[config.mk]
export PLATFORM = sky130hd
export DESIGN_NAME = demux_scan_ctrl
export DESIGN_NICKNAME = d
export VERILOG_FILES = /design/src/rtl/demux_scan_pkg.sv /design/src/rtl/demux1_16_oh.sv /design/src/rtl/demux_scan_ctrl.sv
export SDC_FILE = /design/constraint.sdc
export NUM_CORES = 1
export LEC_CHECK = 0
export ABC_AREA = 0
export CAP_MARGIN = 20
export CORE_UTILIZATION = 52
export CTS_BUF_LIST = sky130_fd_sc_hd__clkbuf_4 sky130_fd_sc_hd__clkbuf_8
export DETAILED_ROUTE_END_ITERATION = 16
export HOLD_SLACK_MARGIN = 0.03
export PLACE_DENSITY_LB_ADDON = 0.1
export SLEW_MARGIN = 0
export SYNTH_ARGS = -nofsm -noshare
export SYNTH_HDL_FRONTEND = slang
export SYNTH_SLANG_ARGS = --single-unit
export TNS_END_PERCENT = 50
[constraint.sdc]
create_clock -name clk -period 2.3 [get_ports clk]
set_input_delay 0.46 -clock clk [delete_from_list [all_inputs] [get_ports clk]]
set_output_delay 0.46 -clock clk [all_outputs]
set_load 0.005 [all_outputs]
[src/rtl/demux_scan_pkg.sv]
// Shared types and constants for the demux scan sequencer.
package demux_scan_pkg;

    localparam int unsigned N_OUT = 16;
    localparam int unsigned SEL_W = 4;

    // First index of each direction; each is also the last index of the other direction.
    localparam logic [SEL_W-1:0] SEL_FIRST_ASC  = SEL_W'(0);
    localparam logic [SEL_W-1:0] SEL_FIRST_DESC = SEL_W'(15);

    typedef enum logic [1:0] {
        IDLE = 2'd0,
        STEP = 2'd1,
        DONE = 2'd2
    } state_t;

    function automatic logic [SEL_W-1:0] sel_first(input logic dir);
        return dir ? SEL_FIRST_DESC : SEL_FIRST_ASC;
    endfunction

    function automatic logic [SEL_W-1:0] sel_last(input logic dir);
        return dir ? SEL_FIRST_ASC : SEL_FIRST_DESC;
    endfunction

endpackage

[src/rtl/demux1_16_oh.sv]
// Combinational 1-to-16 demux: routes d_bit to position sel and flags that position for write.
module demux1_16_oh
    import demux_scan_pkg::*;
(
    input  logic [SEL_W-1:0] sel,
    input  logic             d_bit,
    input  logic             en,
    output logic [N_OUT-1:0] data,
    output logic [N_OUT-1:0] we
);

    always_comb begin
        data = '0;
        we   = '0;
        if (en) begin
            data[sel] = d_bit;
            we[sel]   = 1'b1;
        end
    end

endmodule

[src/rtl/demux_scan_ctrl.sv]
// Timed scan of a captured 16-bit word into the LED hold register, one position per step.
// Optional step prescaler enabled by defining DEMUX_SCAN_PRESCALE_EN.
module demux_scan_ctrl
    import demux_scan_pkg::*;
#(
    parameter int unsigned TICK_DIV = 4
) (
    input  logic             clk,
    input  logic             rst,
    input  logic             start,
    input  logic             stop,
    input  logic [N_OUT-1:0] data_in,
    input  logic             dir,
    input  logic             loop,
    output logic [N_OUT-1:0] led_out,
    output logic [SEL_W-1:0] sel,
    output logic             d_bit,
    output logic             busy,
    output logic             done
);

    state_t           state;
    state_t           state_next;
    logic [N_OUT-1:0] shadow;
    logic             dir_r;
    logic             loop_r;
    logic             tick;
    logic             at_last;
    logic             capture;
    logic             write_en;
    logic             advance;
    logic             wrap;
    logic             abort;
    logic [N_OUT-1:0] oh_data;
    logic [N_OUT-1:0] oh_we;

    assign busy    = (state == STEP);
    assign done    = (state == DONE);
    assign d_bit   = shadow[sel];
    assign at_last = (sel == sel_last(dir_r));

`ifdef DEMUX_SCAN_PRESCALE_EN
    localparam int unsigned CNT_W = (TICK_DIV > 1) ? $clog2(TICK_DIV) : 1;

    logic [CNT_W-1:0] count;

    assign tick = (count == CNT_W'(TICK_DIV - 1));

    // Step prescaler: free-runs only while scanning, restarts on start and stop.
    always_ff @(posedge clk or posedge rst) begin
        if (rst) begin
            count <= '0;
        end else if (capture || abort) begin
            count <= '0;
        end else if (busy) begin
            count <= tick ? '0 : count + CNT_W'(1);
        end
    end
`else
    assign tick = 1'b1;
`endif

    demux1_16_oh u_demux (
        .sel   (sel),
        .d_bit (d_bit),
        .en    (tick & busy),
        .data  (oh_data),
        .we    (oh_we)
    );

    always_ff @(posedge clk or posedge rst) begin
        if (rst) begin
            state <= IDLE;
        end else begin
            state <= state_next;
        end
    end

    // Next state and datapath strobes; stop outranks a same-cycle tick.
    always_comb begin
        state_next = state;
        capture    = 1'b0;
        write_en   = 1'b0;
        advance    = 1'b0;
        wrap       = 1'b0;
        abort      = 1'b0;
        case (state)
            IDLE: begin
                if (start && !stop) begin
                    capture    = 1'b1;
                    state_next = STEP;
                end
            end
            STEP: begin
                if (stop) begin
                    abort      = 1'b1;
                    state_next = IDLE;
                end else if (tick) begin
                    write_en = 1'b1;
                    if (!at_last) begin
                        advance = 1'b1;
                    end else if (loop_r) begin
                        wrap = 1'b1;
                    end else begin
                        state_next = DONE;
                    end
                end
            end
            DONE: begin
                state_next = IDLE;
            end
            default: begin
                state_next = IDLE;
            end
        endcase
    end

    always_ff @(posedge clk or posedge rst) begin
        if (rst) begin
            sel     <= '0;
            led_out <= '0;
            shadow  <= '0;
            dir_r   <= 1'b0;
            loop_r  <= 1'b0;
        end else begin
            if (capture) begin
                shadow  <= data_in;
                dir_r   <= dir;
                loop_r  <= loop;
                led_out <= '0;
                sel     <= sel_first(dir);
            end else begin
                if (write_en) begin
                    led_out <= (led_out & ~oh_we) | oh_data;
                end
                // Wrap is explicit; the word is refreshed live for the next pass.
                if (wrap) begin
                    sel    <= sel_first(dir_r);
                    shadow <= data_in;
                end else if (advance) begin
                    sel <= dir_r ? sel - SEL_W'(1) : sel + SEL_W'(1);
                end
            end
        end
    end

endmodule

==> metrics.md <==
| Metric | Value |
|---|---|
| Status | complete, but fails checks |
| Failing checks | negative setup slack |
| Number of violations of the max-capacitance limit | 0 |
| Detail Route Antenna Nets | 0 |
| Number of rows created at floorplan | 22 |
| # diodes | 0 |
| CP max-delay cell | mux4_2 |
| CP Capture Point | d_bit |
| DRC viols | 0 |
| Initial standard-cell utilization of the core | 54.68% |
| Nets | 259 |
| Number of ports placed on the die boundary | 45 |
| IO Port Bufs | 44 |
| Static leakage | 1.132 nW |
| Final worst slack | -0.08086 ns |
| Count of non-filler cells in the finished layout | 283 |
| Unrepaired setup endpoints after global routing | yes |
| Number of hold-repair buffers added at the cts stage | 0 |
| H-Tree Depth | 2 |
| Number of antenna violations at the first check in global routing | 0 |
| VDD IR-drop max | 0.0005899 V |
| Layout-stage area growth over the synthesis result | 33.87% |
| TritonRoute pass-1 iters | 5 |
| Number of setup violations in the final report | 1 |
| Post-detail-place hpwl | 3498 microns |
| Stages on the worst setup path | 3 |
| Synthesized area per cell | 11.42 sq um |
| Cell Chain, Critical Path | mux4_2 > mux4_2 > buf_2 |
| FF+latch count, synth | 40 |
| Worst skew pair latency | 0.29 ns |
| Synthesized instance count | 178 |
| Die Span Y | 64.51 microns |
| Worst min-delay path class | register to register |
| Number of unique standard cell types used by synthesis | 36 |
| Fin crit share | 103.5% |
| Die outline width | 64.51 microns |
| Final Total Pwr | 2.813 mW |
| Clock sinks | 40 |
| Worst-case reg-to-reg path depth | 6 |
| Yosys warnings | 0 |
| Clock input transition at the sequential cells of the worst setup and hold paths | 0.08 ns |
| Worst reg-to-reg setup slack | 0.10 ns |
| Ratio of cells with drive above 1 in the final layout | 23.40% |
| Kind of critical path | register to primary output |
| Post-route minimum period | 2.381 ns |
| Via count of the first global-routing pass | 1689 |
| Utilization after layout | 73.20% |
| Area enclosed by the die boundary | 0.004162 sq mm |
| CP top delay family | multiplexers |
| Largest net degree at the start of global routing | 41 |
| Highest clock rate | 0.4200 GHz |
| P per Cell Area | 1034 mW/mm^2 |
| Global-route wire length before repair | 7859 microns |
| Dpl cells | 273 |
| Sequential element share of the synthesized area | 49.26% |
| Congestion Overflow GR | 0 |
| Clock buffer count from CTS | 5 |
| Hold violation count in the final report | 0 |
| Max-slew violations | 0 |
| Minimum hold slack | 0.5047 ns |
| All-layer global routing usage | 25.42% |
| Worst reg2reg endpoint | shadow[12]$_DFFE_PP0P_ |
| Launch point of the worst reg-to-reg path | sel[0]$_DFFE_PP0P_ |
| Average detailed-routed wire length per instance | 16.93 microns |
| Root Driver | clkbuf_8 |
| Relative max-transition margin | 58.13% |
| Syn Std Cell Area | 0.002032 sq mm |
| Count of buffer and inverter cells on the critical path | 1 |
| Post-Syn Nets | 203 |
| Critical path startpoint | sel[0]$_DFFE_PP0P_ |
| Clock tree from TritonCTS | done |
| Via Count | 1682 |
| Initial DRC Count | 130 |
| Transition time at the pin with the least slew margin | 0.6232 ns |
| Total wirelength of the detailed-routed design | 4790 microns |
| Worst stage delay on the critical path | 0.53 ns |
| Gp weighted congestion | 0.8630 |
| Startpoint type of the worst setup path | register |
| Required time at the worst-slack endpoint | 1.84 ns |
| Crit path max fanout | 5 |
| Data arrival time of the critical path | 1.92 ns |
| Layout Skew | 0.003613 ns |
| Clock tree buffer depth | 2 |
| Core area | 0.003716 sq mm |
| Vias per inst | 5.943 |
| Worst setup EP type | primary output |
| Most prevalent standard cell on the critical path | mux4_2 |
==> cells by family after synthesis <==
logic type                 share of synthesized area [%]
AOI/OAI and AO/OA                                  19.70
xor gates and xnor gates                          0.8622
muxes                                              14.96
adders and majority gates                          2.217
and+or+nand+nor                                    9.298
buffers and inverters                              3.694
DFF                                                49.26
==> repair_timing <==
action	4_1_cts	5_1_grt
resized for setup	5	0
setup endpoints to repair	1	1
setup buffers	2	0
hold endpoints to repair	0	0
==> power by group <==
group	switching [mW]	internal (mW)
logic	0.556	0.628
clock network	0.240	0.383
registers	0.141	0.864
total	0.938	1.88
==> layer usage <==
layer  global-route usage, %  up-vias  part of all wire (%)
li1                        -      760                     -
met1                   28.97      819                    39
met2                   44.87       83                    52
met3                   5.810       20                   6.2
met4                   11.94        0                   2.8
met5                       0        -                     0
==> worst min path at each step <==
stage | slack, ns | endpoint | cells past startpoint | start
6_report | 0.50 | shadow[14]$_DFFE_PP0P_ | 1 | shadow[14]$_DFFE_PP0P_
5_1_grt | 0.53 | shadow[6]$_DFFE_PP0P_ | 1 | shadow[6]$_DFFE_PP0P_
4_1_cts | 0.51 | shadow[14]$_DFFE_PP0P_ | 1 | shadow[14]$_DFFE_PP0P_
3_5_place_dp | 0.49 | shadow[14]$_DFFE_PP0P_ | 1 | shadow[14]$_DFFE_PP0P_
3_3_place_gp | 0.49 | shadow[0]$_DFFE_PP0P_ | 1 | shadow[0]$_DFFE_PP0P_
2_1_floorplan | 0.48 | shadow[10]$_DFFE_PP0P_ | 1 | shadow[10]$_DFFE_PP0P_
==> area by class of cell <==
cell class,count,area [sq um]
Clock buffer,7,96.34
Inverter,6,22.52
Fill cell,276,996.0
Multi-Input combinational cell,123,955.9
Timing Repair Buffer,58,553.0
Tap cell,48,60.06
Sequential cell,40,1002
Clock inverter,1,30.03
==> Yosys cell counts <==
| library cell | count | area [sq um] |
|---|---|---|
| buf_6 | 2 | 22.52 |
| o21ai_1 | 3 | 15.01 |
| nor2_4 | 1 | 11.26 |
| o21ai_0 | 33 | 165.2 |
| buf_2 | 3 | 15.01 |
| mux4_2 | 5 | 112.6 |
| a31o_2 | 1 | 8.760 |
| nor2b_1 | 3 | 18.77 |
| a21o_1 | 2 | 15.01 |
| clkbuf_1 | 2 | 7.510 |
| a21oi_2 | 2 | 17.52 |
| inv_1 | 6 | 22.52 |
| xnor2_1 | 1 | 8.760 |
| nor3_1 | 4 | 20.02 |
| a211oi_1 | 2 | 15.01 |
| nand4bb_1 | 1 | 11.26 |
| buf_1 | 2 | 7.510 |
| mux2_2 | 17 | 191.4 |
| nand2b_1 | 1 | 6.260 |
| a21oi_1 | 14 | 70.07 |
| or3b_1 | 1 | 8.760 |
| nand3_1 | 1 | 5.000 |
| nand3b_1 | 1 | 7.510 |
| ha_1 | 2 | 25.02 |
| a2111oi_4 | 1 | 27.53 |
| or2b_4 | 1 | 11.26 |
| o21a_1 | 3 | 22.52 |
| nor2_1 | 4 | 15.01 |
| dfrtp_1 | 40 | 1001 |
| o21bai_4 | 1 | 18.77 |
| a31oi_1 | 4 | 25.02 |
| fa_1 | 1 | 20.02 |
| nor3b_2 | 1 | 12.51 |
| nand2_1 | 10 | 37.54 |
| xor2_1 | 1 | 8.760 |
| nor4b_4 | 1 | 23.77 |
==> per-stage QoR <==
stage / instance area [sq um] / setup TNS (ns) / worst slack (ns)
4_1_cts: 2720 / -0.08909 / -0.08909
6_report: 2720 / -0.08086 / -0.08086
2_1_floorplan: 2032 / 0 / 0.2403
5_1_grt: 2720 / -0.1273 / -0.1273
3_3_place_gp: 2582 / -0.1530 / -0.1530
3_5_place_dp: 2582 / -0.1911 / -0.1911
==> cells in the final DEF (no fill, tap or decap), types with 2 or more instances in the layout <==
cell	count
mux2_2	17
mux4_2	5
nor2b_1	3
dfrtp_1	39
o21ai_0	33
a21o_1	2
a31oi_1	4
a211oi_1	2
nor3_1	4
o21a_1	3
nor2_1	4
buf_4	13
ha_1	2
inv_1	6
clkbuf_8	7
nand2_1	10
a21oi_1	14
clkdlybuf4s50_1	43
o21ai_1	3
a21oi_2	2
==> worst register-to-register path: cells and delay by family, from the launching register on <==
kind / cells / cell delay, ns
compound gates: 2 / 0.47
buf+inv: 2 / 0.35
mux: 1 / 0.36
simple gates: 1 / 0.43
flops: 1 / 0.47
==> registers in the layout (all words and copies together) (netlist names) <==
register	flops
loop_r	1
dir_r	1
led_out	16
state	2
sel	4
shadow	16
Power figures use the tool's default switching activity.
